File: config.mk
export PLATFORM = sky130hd
export DESIGN_NAME = channel_scan_ctrl
export DESIGN_NICKNAME = d
export VERILOG_FILES = /design/src/rtl/channel_scan_ctrl.sv
export SDC_FILE = /design/constraint.sdc
export NUM_CORES = 1
export LEC_CHECK = 0
export ABC_AREA = 1
export CORE_AREA = 5 5 56 58
export DETAILED_ROUTE_END_ITERATION = 6
export DIE_AREA = 0 0 61 63
export PLACE_DENSITY = 0.73
export SLEW_MARGIN = 20
export SYNTH_ARGS = -nofsm -noshare
export SYNTH_HDL_FRONTEND = slang
export SYNTH_SLANG_ARGS = --single-unit
File: constraint.sdc
create_clock -name clk -period 1.1 [get_ports clk]
set_input_delay 0.22 -clock clk [delete_from_list [all_inputs] [get_ports clk]]
set_output_delay 0.22 -clock clk [all_outputs]
set_load 0.02 [all_outputs]
File: src/rtl/channel_scan_ctrl.sv
`default_nettype none
// ============================================================================
// Module      : channel_scan_ctrl
// Description : Scans the three inputs of a downstream 3-input mux by walking
//               its two select lines through channels 0, 1 and 2. Each channel
//               is given SETTLE cycles to settle and is then sampled for one
//               cycle. After the third channel is sampled, the three bits are
//               published together as one frame.
//
//               Ports
//                 clk         : rising-edge clock
//                 rst         : asynchronous, active-high reset
//                 en          : scan enable (level-sensitive)
//                 mux_out     : output of the downstream mux
//                 sel1        : first-rank select (i1 over i0)
//                 sel0        : second-rank select (i2 over first rank)
//                 ch          : current channel index, 0..2
//                 busy        : high while the scan is in SETTLE or SAMPLE
//                 frame       : last complete frame, bit k = channel k
//                 frame_valid : one-cycle pulse when frame updates
//                 frame_cnt   : frames completed since reset, wraps 255->0
//
//               Parameters
//                 SETTLE      : settle cycles per channel (1..15)
//                 MAX_FRAMES  : frames per run, 0 = continuous while en=1
// Revision    : 1.0 - initial release
// ============================================================================
module channel_scan_ctrl #(
    parameter int SETTLE     = 2,
    parameter int MAX_FRAMES = 0
) (
    input  logic       clk,
    input  logic       rst,
    input  logic       en,
    input  logic       mux_out,
    output logic       sel1,
    output logic       sel0,
    output logic [1:0] ch,
    output logic       busy,
    output logic [2:0] frame,
    output logic       frame_valid,
    output logic [7:0] frame_cnt
);

    // State encoding
    localparam logic [1:0] c_idle   = 2'd0;
    localparam logic [1:0] c_settle = 2'd1;
    localparam logic [1:0] c_sample = 2'd2;

    // Settle down-counter reload: reaching zero ends the settle phase, so a
    // load of SETTLE-1 yields exactly SETTLE cycles in SETTLE.
    localparam logic [3:0] c_settle_load = 4'(SETTLE - 1);

    // The run counter only needs to reach MAX_FRAMES-1 (the index of the
    // last frame of a run).
    localparam int c_run_w = (MAX_FRAMES > 1) ? $clog2(MAX_FRAMES) : 1;
    localparam logic [c_run_w-1:0] c_run_last =
        (MAX_FRAMES > 0) ? c_run_w'(MAX_FRAMES - 1) : '0;

    logic [1:0]         r_state;
    logic [3:0]         r_cnt;
    logic [1:0]         r_shadow;   // channels 0 and 1; channel 2 goes straight to frame
    logic [c_run_w-1:0] r_run;
    logic               r_armed;    // en has been low since the last limit-stop

    logic w_last_frame;
    logic w_continue;

    assign w_last_frame = (MAX_FRAMES > 0) && (r_run == c_run_last);
    assign w_continue   = en && !w_last_frame;

    always_ff @(posedge clk or posedge rst) begin
        if (rst) begin
            r_state     <= c_idle;
            r_cnt       <= 4'd0;
            r_shadow    <= 2'b00;
            r_run       <= '0;
            r_armed     <= 1'b1;
            ch          <= 2'd0;
            sel1        <= 1'b0;
            sel0        <= 1'b0;
            busy        <= 1'b0;
            frame       <= 3'b000;
            frame_valid <= 1'b0;
            frame_cnt   <= 8'd0;
        end else begin
            frame_valid <= 1'b0;

            // Any low cycle of en re-arms a run stopped by the frame limit.
            if (!en) begin
                r_armed <= 1'b1;
            end

            case (r_state)
                c_idle: begin
                    if (en && r_armed) begin
                        r_state <= c_settle;
                        r_cnt   <= c_settle_load;
                        r_run   <= '0;
                        ch      <= 2'd0;
                        sel1    <= 1'b0;
                        sel0    <= 1'b0;
                        busy    <= 1'b1;
                    end
                end

                c_settle: begin
                    if (r_cnt == 4'd0) begin
                        r_state <= c_sample;
                    end else begin
                        r_cnt <= r_cnt - 4'd1;
                    end
                end

                c_sample: begin
                    if (ch != 2'd2) begin
                        // ch is 0 or 1 here, so its low bit selects the shadow slot.
                        r_shadow[ch[0]] <= mux_out;
                        ch      <= ch + 2'd1;
                        // Select for the next channel, registered alongside ch.
                        sel1    <= (ch == 2'd0);
                        sel0    <= (ch == 2'd1);
                        r_state <= c_settle;
                        r_cnt   <= c_settle_load;
                    end else begin
                        frame       <= {mux_out, r_shadow};
                        frame_valid <= 1'b1;
                        frame_cnt   <= frame_cnt + 8'd1;
                        r_shadow    <= 2'b00;
                        ch          <= 2'd0;
                        sel1        <= 1'b0;
                        sel0        <= 1'b0;
                        if (w_continue) begin
                            r_state <= c_settle;
                            r_cnt   <= c_settle_load;
                            r_run   <= r_run + 1'b1;
                        end else begin
                            r_state <= c_idle;
                            busy    <= 1'b0;
                            // Stopped by the frame limit: demand an en low cycle.
                            if (en) begin
                                r_armed <= 1'b0;
                            end
                        end
                    end
                end

                default: begin
                    r_state <= c_idle;
                    busy    <= 1'b0;
                    ch      <= 2'd0;
                    sel1    <= 1'b0;
                    sel0    <= 1'b0;
                end
            endcase
        end
    end

endmodule
`default_nettype wire

==> results.cfg, run 1 <==
[layout]
final_util_pct = 67.0
fin_cells = 220
nNetsFinal = 197
multi_input_area_um2 = 584
regArea_um2 = 581
fillers = 223
area_growth_pct = 52.5
diodes = 0
drive_above_1_share_pct = 46.6

[synth]
synth_top_family_by_area = simple AND/OR/NAND/NOR gates
yosysTopAreaCell = dfrtp_1
ys_seq_area_share_pct = 50.1
syn_inst = 138
syn_avg_cell_area_um2 = 8.32
yosysWarnings = 0
yosysTopAreaCellShare_pct = 50.1
synthAdderAreaFrac_pct = 3.27
synth.area.mux_share_pct = 0
synthDistinctLibCells = 20
async_flop_share_pct = 100
synth_nets = 145
synth_ff_type = dfrtp_1
yosysMostFrequentCell = nand2_1
synth-edff-count = 0
synth-seq-cells = 23
synthSimpleGateAreaFrac_pct = 31.2
ys_top_cells_by_count = nand2_1 (48), dfrtp_1 (23), inv_1 (15), nor2_1 (11), nand3_1 (6)
synth_area_um2 = 1150
synth_xor_area_share_pct = 3.05
synth_compound_area_share_pct = 5.56
synth_area_leaders = dfrtp_1 (50%), nand2_1 (16%), inv_1 (4.9%), nor2_1 (3.6%), ha_1 (3.3%)

[hold_path]
hold_class = in2async

[drt]
wirelength_um = 2570
drc = 0
ant_nets = 0
vias_per_cell = 4.75
vias = 1045
first_pass_iters = 3
wl_per_cell_um = 11.7
drtIter0Drc = 12

[worst_setup_path]
critPathArrivalTime_ns = 0.93
crit_slowest_cell = dfrtp_2
critPathBufInv = 1
path_cells = buf_2
cp_max_fo = 4
crit_required_ns = 0.88
path_delay_family = flip-flops
path_class = reg2out
endpoint_kind = output port
max_stage_delay_ns = 0.45
r2r_setup_slack_ns = -0.05
critPathLaunchType = register

[clock_network]
path_clk_slew_ns = 0.13
cts_tree = built
clk_latency_ns = 0.31
cts.sinks = 23
postCtsHoldBufs = 0
htree_levels = 1
cts_buffers = 3
clockRootBuffer = clkbuf_4
cts_buffer_depth = 2

[timing]
fin_ws_ns = -0.0515
setup_viol = 19
slew_viol_final = 0
fin_crit_ns = 1.15
max_freq_ghz = 0.868
skew_ns = 0.00462
final.setup.tns_ns = -0.500
holdWs_ns = 0.210
hold_viol = 0
slew_headroom_pct = 84.1
worst_pin_slew_ns = 0.238
finalCritPeriodShare_pct = 105
rsz0062_at_grt = yes

[outcome]
status = finished with violations
failed_checks = negative setup slack

[pwr]
powerDensity_nw_per_um2 = 2130
p_leak_nw = 0.945
ir_worst_vdd_mv = 1.59

[placement]
place_congestion = 0.848
pre_cts_ws_ns = -0.185
portBuffers = 20
dp_hpwl_um = 1830
dp_cells = 208

[die]
rows = 19
ios = 21
start_util_pct = 43.9
die_area_um2 = 3840
die_h_um = 63
fp.coreArea_um2 = 2620
die_w_um = 61

[global_route]
grt_use_met2_pct = 24.6
grt_usage_pct = 14.6
grt.busiest_layer = met2
grt_use_met1_pct = 17.2
antenna_found_initial = 0
grt_util_met3_pct = 2.69
grt_max_degree = 24
grt_pass1_vias = 1032
grt_overflow = 0
grt_pass1_wl_um = 4330

[flow_run]
cap_violations = 0
[where the power goes]
group	leakage (nW)	total [W]	switching [W]	internal (W)
registers	0.293	0.00126	0.000191	0.00107
logic	0.634	0.00208	0.00113	0.000952
clock network	0.0177	0.000393	0.000257	0.000136
[stage by stage]
| step | cell area, um^2 | power, W |
|---|---|---|
| global route | 1750 | 0.00403 |
| global placement | 1550 | 0.00274 |
| finish | 1750 | 0.00374 |
| floorplan | 1150 | 0.00218 |
| detailed placement | 1550 | 0.00282 |
| CTS | 1630 | 0.00348 |
[repair_timing]
item / 4_1_cts / 5_1_grt
setup buffers: 5 / 3
gates cloned: 0 / 0
gates resized for setup: 104 / 31
endpoints found under the setup margin: 35 / 38
pin swaps: 8 / 5
[cells in the final DEF (no fill, tap or decap), types with 2 or more instances in the layout]
| cell | count |
|---|---|
| ha_1 | 2 |
| dfrtp_2 | 4 |
| clkbuf_4 | 3 |
| o21ai_1 | 4 |
| nand2_1 | 41 |
| xnor2_1 | 3 |
| inv_2 | 8 |
| o21ai_2 | 2 |
| nand3b_1 | 2 |
| nor2_1 | 8 |
| dfrtp_1 | 19 |
| inv_1 | 9 |
| nor2_4 | 2 |
| a21oi_1 | 2 |
| nor2_2 | 4 |
| nand2_2 | 5 |
| buf_6 | 19 |
| buf_4 | 25 |
| nand2_4 | 8 |
| clkdlybuf4s50_1 | 3 |
| nand3_1 | 6 |
[routing by layer]
| layer | wire (um) | share of wire, % |
|---|---|---|
| met1 | 1060 | 41 |
| met2 | 1390 | 54 |
| met3 | 80 | 3.1 |
| met4 | 48 | 1.9 |
| met5 | 0 | 0 |
[registers in the layout, indices dropped and copies added, names as in the netlist]
register,cells
busy,1
ch,1
frame,3
r_state,2
frame_valid,1
r_shadow,2
r_cnt,4
sel0,1
frame_cnt,8
[final timing paths]
kind	endpoint	depth (start not counted)	start
worst max register to register	frame_cnt[5]$_DFFE_PP0P_	6	r_state[0]$_DFFE_PP0P_
worst min register to register	frame[0]$_DFFE_PP0P_	2	r_shadow[0]$_DFFE_PP0P_
worst max-delay path	sel1	1	ch[0]$_DFFE_PP0P_
max in group asynchronous	frame_cnt[0]$_DFFE_PP0P_	3	rst
min in group clk	frame[0]$_DFFE_PP0P_	2	r_shadow[0]$_DFFE_PP0P_
worst min-delay path	frame[0]$_DFFE_PP0P_	3	rst
[cell type report]
type	instances	share of cell area, %
inverter	17	3.64
clock inverter	1	0.286
timing repair buffer	49	26.1
clock buffer	3	1.29
tap	31	2.21
multi-input combinational	96	33.4
sequential	23	33.1
[cell families after synthesis]
group                      count (synthesis)
AOI/OAI and AO/OA                         12
and+or+nand+nor                           77
buffers and inverters                     19
adders and majority gates                  3
DFF                                       23
xor gates and xnor gates                   4
Power figures use the tool's default switching activity.
==> inputs of run 2 (changes only) <==
Settings changed: GPL_ROUTABILITY_DRIVEN set to 0, REMOVE_ABC_BUFFERS set to 1.
==> run 2 against run 1 <==
Net effect:
- the flow still finishes with violations (negative setup slack)
- non-clock buffer count grew 5
- die area unchanged
- clock skew shrank 0.00074 ns
- clock-buffer cell count unchanged
- maximum frequency shrank 7.7%
- via count rose by 3.3%
- first-iteration DRC count rose to 3.0 times the previous value
- critical path depth grew 1
==> results.cfg, run 2 (synthesis results as in run 1) <==
[timing]
finalCritPeriodShare_pct = 113
slew_headroom_pct = 87.2
final.setup.tns_ns = -2.24
skew_ns = 0.00388
rsz0062_at_grt = yes
slew_viol_final = 0
max_freq_ghz = 0.802
fin_ws_ns = -0.147
worst_pin_slew_ns = 0.192
holdWs_ns = 0.210
fin_crit_ns = 1.25
hold_viol = 0
setup_viol = 25

[layout]
drive_above_1_share_pct = 51.5
regArea_um2 = 577
final_common_cell = nand2_1
final_util_pct = 71.2
fin_cells = 225
diodes = 0
area_growth_pct = 62.1
largest_register_ffs = 8
regMostFlops = frame_cnt
fillers = 195
final_cell_mix = nand2_1 (34), buf_4 (26), dfrtp_1 (22)
multi_input_area_um2 = 636
reg_top3 = frame_cnt x8, r_cnt x4, frame x3
design_area_um2 = 1860
nNetsFinal = 202

[placement]
place_area_um2 = 1570
dp_cells = 211
dp_hpwl_um = 2000
portBuffers = 20

[worst_setup_path]
rr_endpoint = frame_cnt[5]$_DFFE_PP0P_
critPathBufInv = 2
rr_worst_depth = 7
critPathArrivalTime_ns = 1.03
cp_max_fo = 2
crit_required_ns = 0.88
path_class = reg2out
max_stage_delay_ns = 0.42
reg2reg_from = ch[0]$_DFFE_PP0P_
r2r_setup_slack_ns = -0.12
crit_slowest_cell = dfrtp_1
endpoint_kind = output port
critPathLaunchType = register
path_delay_family = flip-flops
path_cells = buf_4 > buf_2

[drt]
ant_nets = 0
first_pass_iters = 4
drtIter0Drc = 36
drc = 0
vias = 1080
wl_per_cell_um = 14.1
wirelength_um = 3160
vias_per_cell = 4.80

[clock_network]
clockRootBuffer = clkbuf_4
cts_tree = built
htree_levels = 1
cts.sinks = 23
cts_buffers = 3
postCtsHoldBufs = 0
clk_latency_ns = 0.31
path_clk_slew_ns = 0.14
cts_buffer_depth = 2

[global_route]
grt_pass1_vias = 1119
grt_usage_pct = 16.8
grt_pass1_wl_um = 4960
grt_max_degree = 24
antenna_found_initial = 0
grt_overflow = 0

[flow_run]
cap_violations = 0

[die]
fp.coreArea_um2 = 2620
start_util_pct = 43.9
ios = 21
die_area_um2 = 3840
rows = 19
die_w_um = 61
die_h_um = 63

[pwr]
p_leak_nw = 0.995
powerDensity_nw_per_um2 = 2200
ir_worst_vdd_mv = 1.93

[outcome]
failed_checks = negative setup slack
status = finished with violations

[hold_path]
hold_class = in2async
## run 2: cell count changes in the layout (fill, tap and decap cells not counted), sizes merged
cell,previous run,this run
buf,46,51
clkinv,1,2
inv,17,16
## run 2: per-layer routing
metal  up-vias  wire [um]  GRT usage, %
met5         -          0             0
met4         0         36          6.23
met3         4        112          3.10
met2        22       1730          29.3
met1       515       1290          19.8
li1        539          -             -
## run 2: where the power goes
| group | switching, W | total (W) | internal, W |
|---|---|---|---|
| combinational | 0.00128 | 0.00244 | 0.00116 |
| sequential | 0.000198 | 0.00126 | 0.00107 |
| clock | 0.000269 | 0.000405 | 0.000136 |
| total | 0.00174 | 0.00410 | 0.00236 |
## run 2: repair_timing
item	in CTS	in global routing
gates resized for setup	97	57
gates cloned	0	0
hold endpoints to repair	0	0
endpoints found under the setup margin	35	40
pin swaps	8	16
setup buffers	4	8
## run 2: worst register-to-register path: cells and delay by family, from the launching register on
| family | cells | cell delay (ns) |
|---|---|---|
| AO/OA/AOI/OAI | 1 | 0.11 |
| buffers and inverters | 2 | 0.19 |
| flip-flops | 1 | 0.42 |
| AND/OR/NAND/NOR | 4 | 0.41 |
## run 2: final cells by class
type,instances,share of cell area (%)
tap,31,2.08
clock inverter,1,0.269
multi-input combinational,96,34.1
timing repair buffer,54,27.5
sequential,23,31.0
inverter,17,3.83
clock buffer,3,1.21
## run 2: worst max path at each step
stage | startpoint | slack, ns | to | depth (start not counted)
after floorplan | ch[0]$_DFFE_PP0P_ | -0.19 | frame_cnt[5]$_DFFE_PP0P_ | 6
after global placement | en | -0.14 | r_cnt[3]$_DFFE_PP0P_ | 7
after detailed placement | en | -0.19 | r_cnt[3]$_DFFE_PP0P_ | 7
after CTS | ch[0]$_DFFE_PP0P_ | -0.11 | frame_cnt[4]$_DFFE_PP0P_ | 7
after global routing | ch[0]$_DFFE_PP0P_ | -0.19 | frame_cnt[0]$_DFFE_PP0P_ | 6
final | ch[0]$_DFFE_PP0P_ | -0.15 | ch[0] | 2
## run 2: metrics by stage
step / worst slack, ns / power, W
floorplan: -0.189 / 0.00213
global placement: -0.135 / 0.00278
detailed placement: -0.191 / 0.00289
CTS: -0.112 / 0.00350
global route: -0.194 / 0.00436
finish: -0.147 / 0.00410
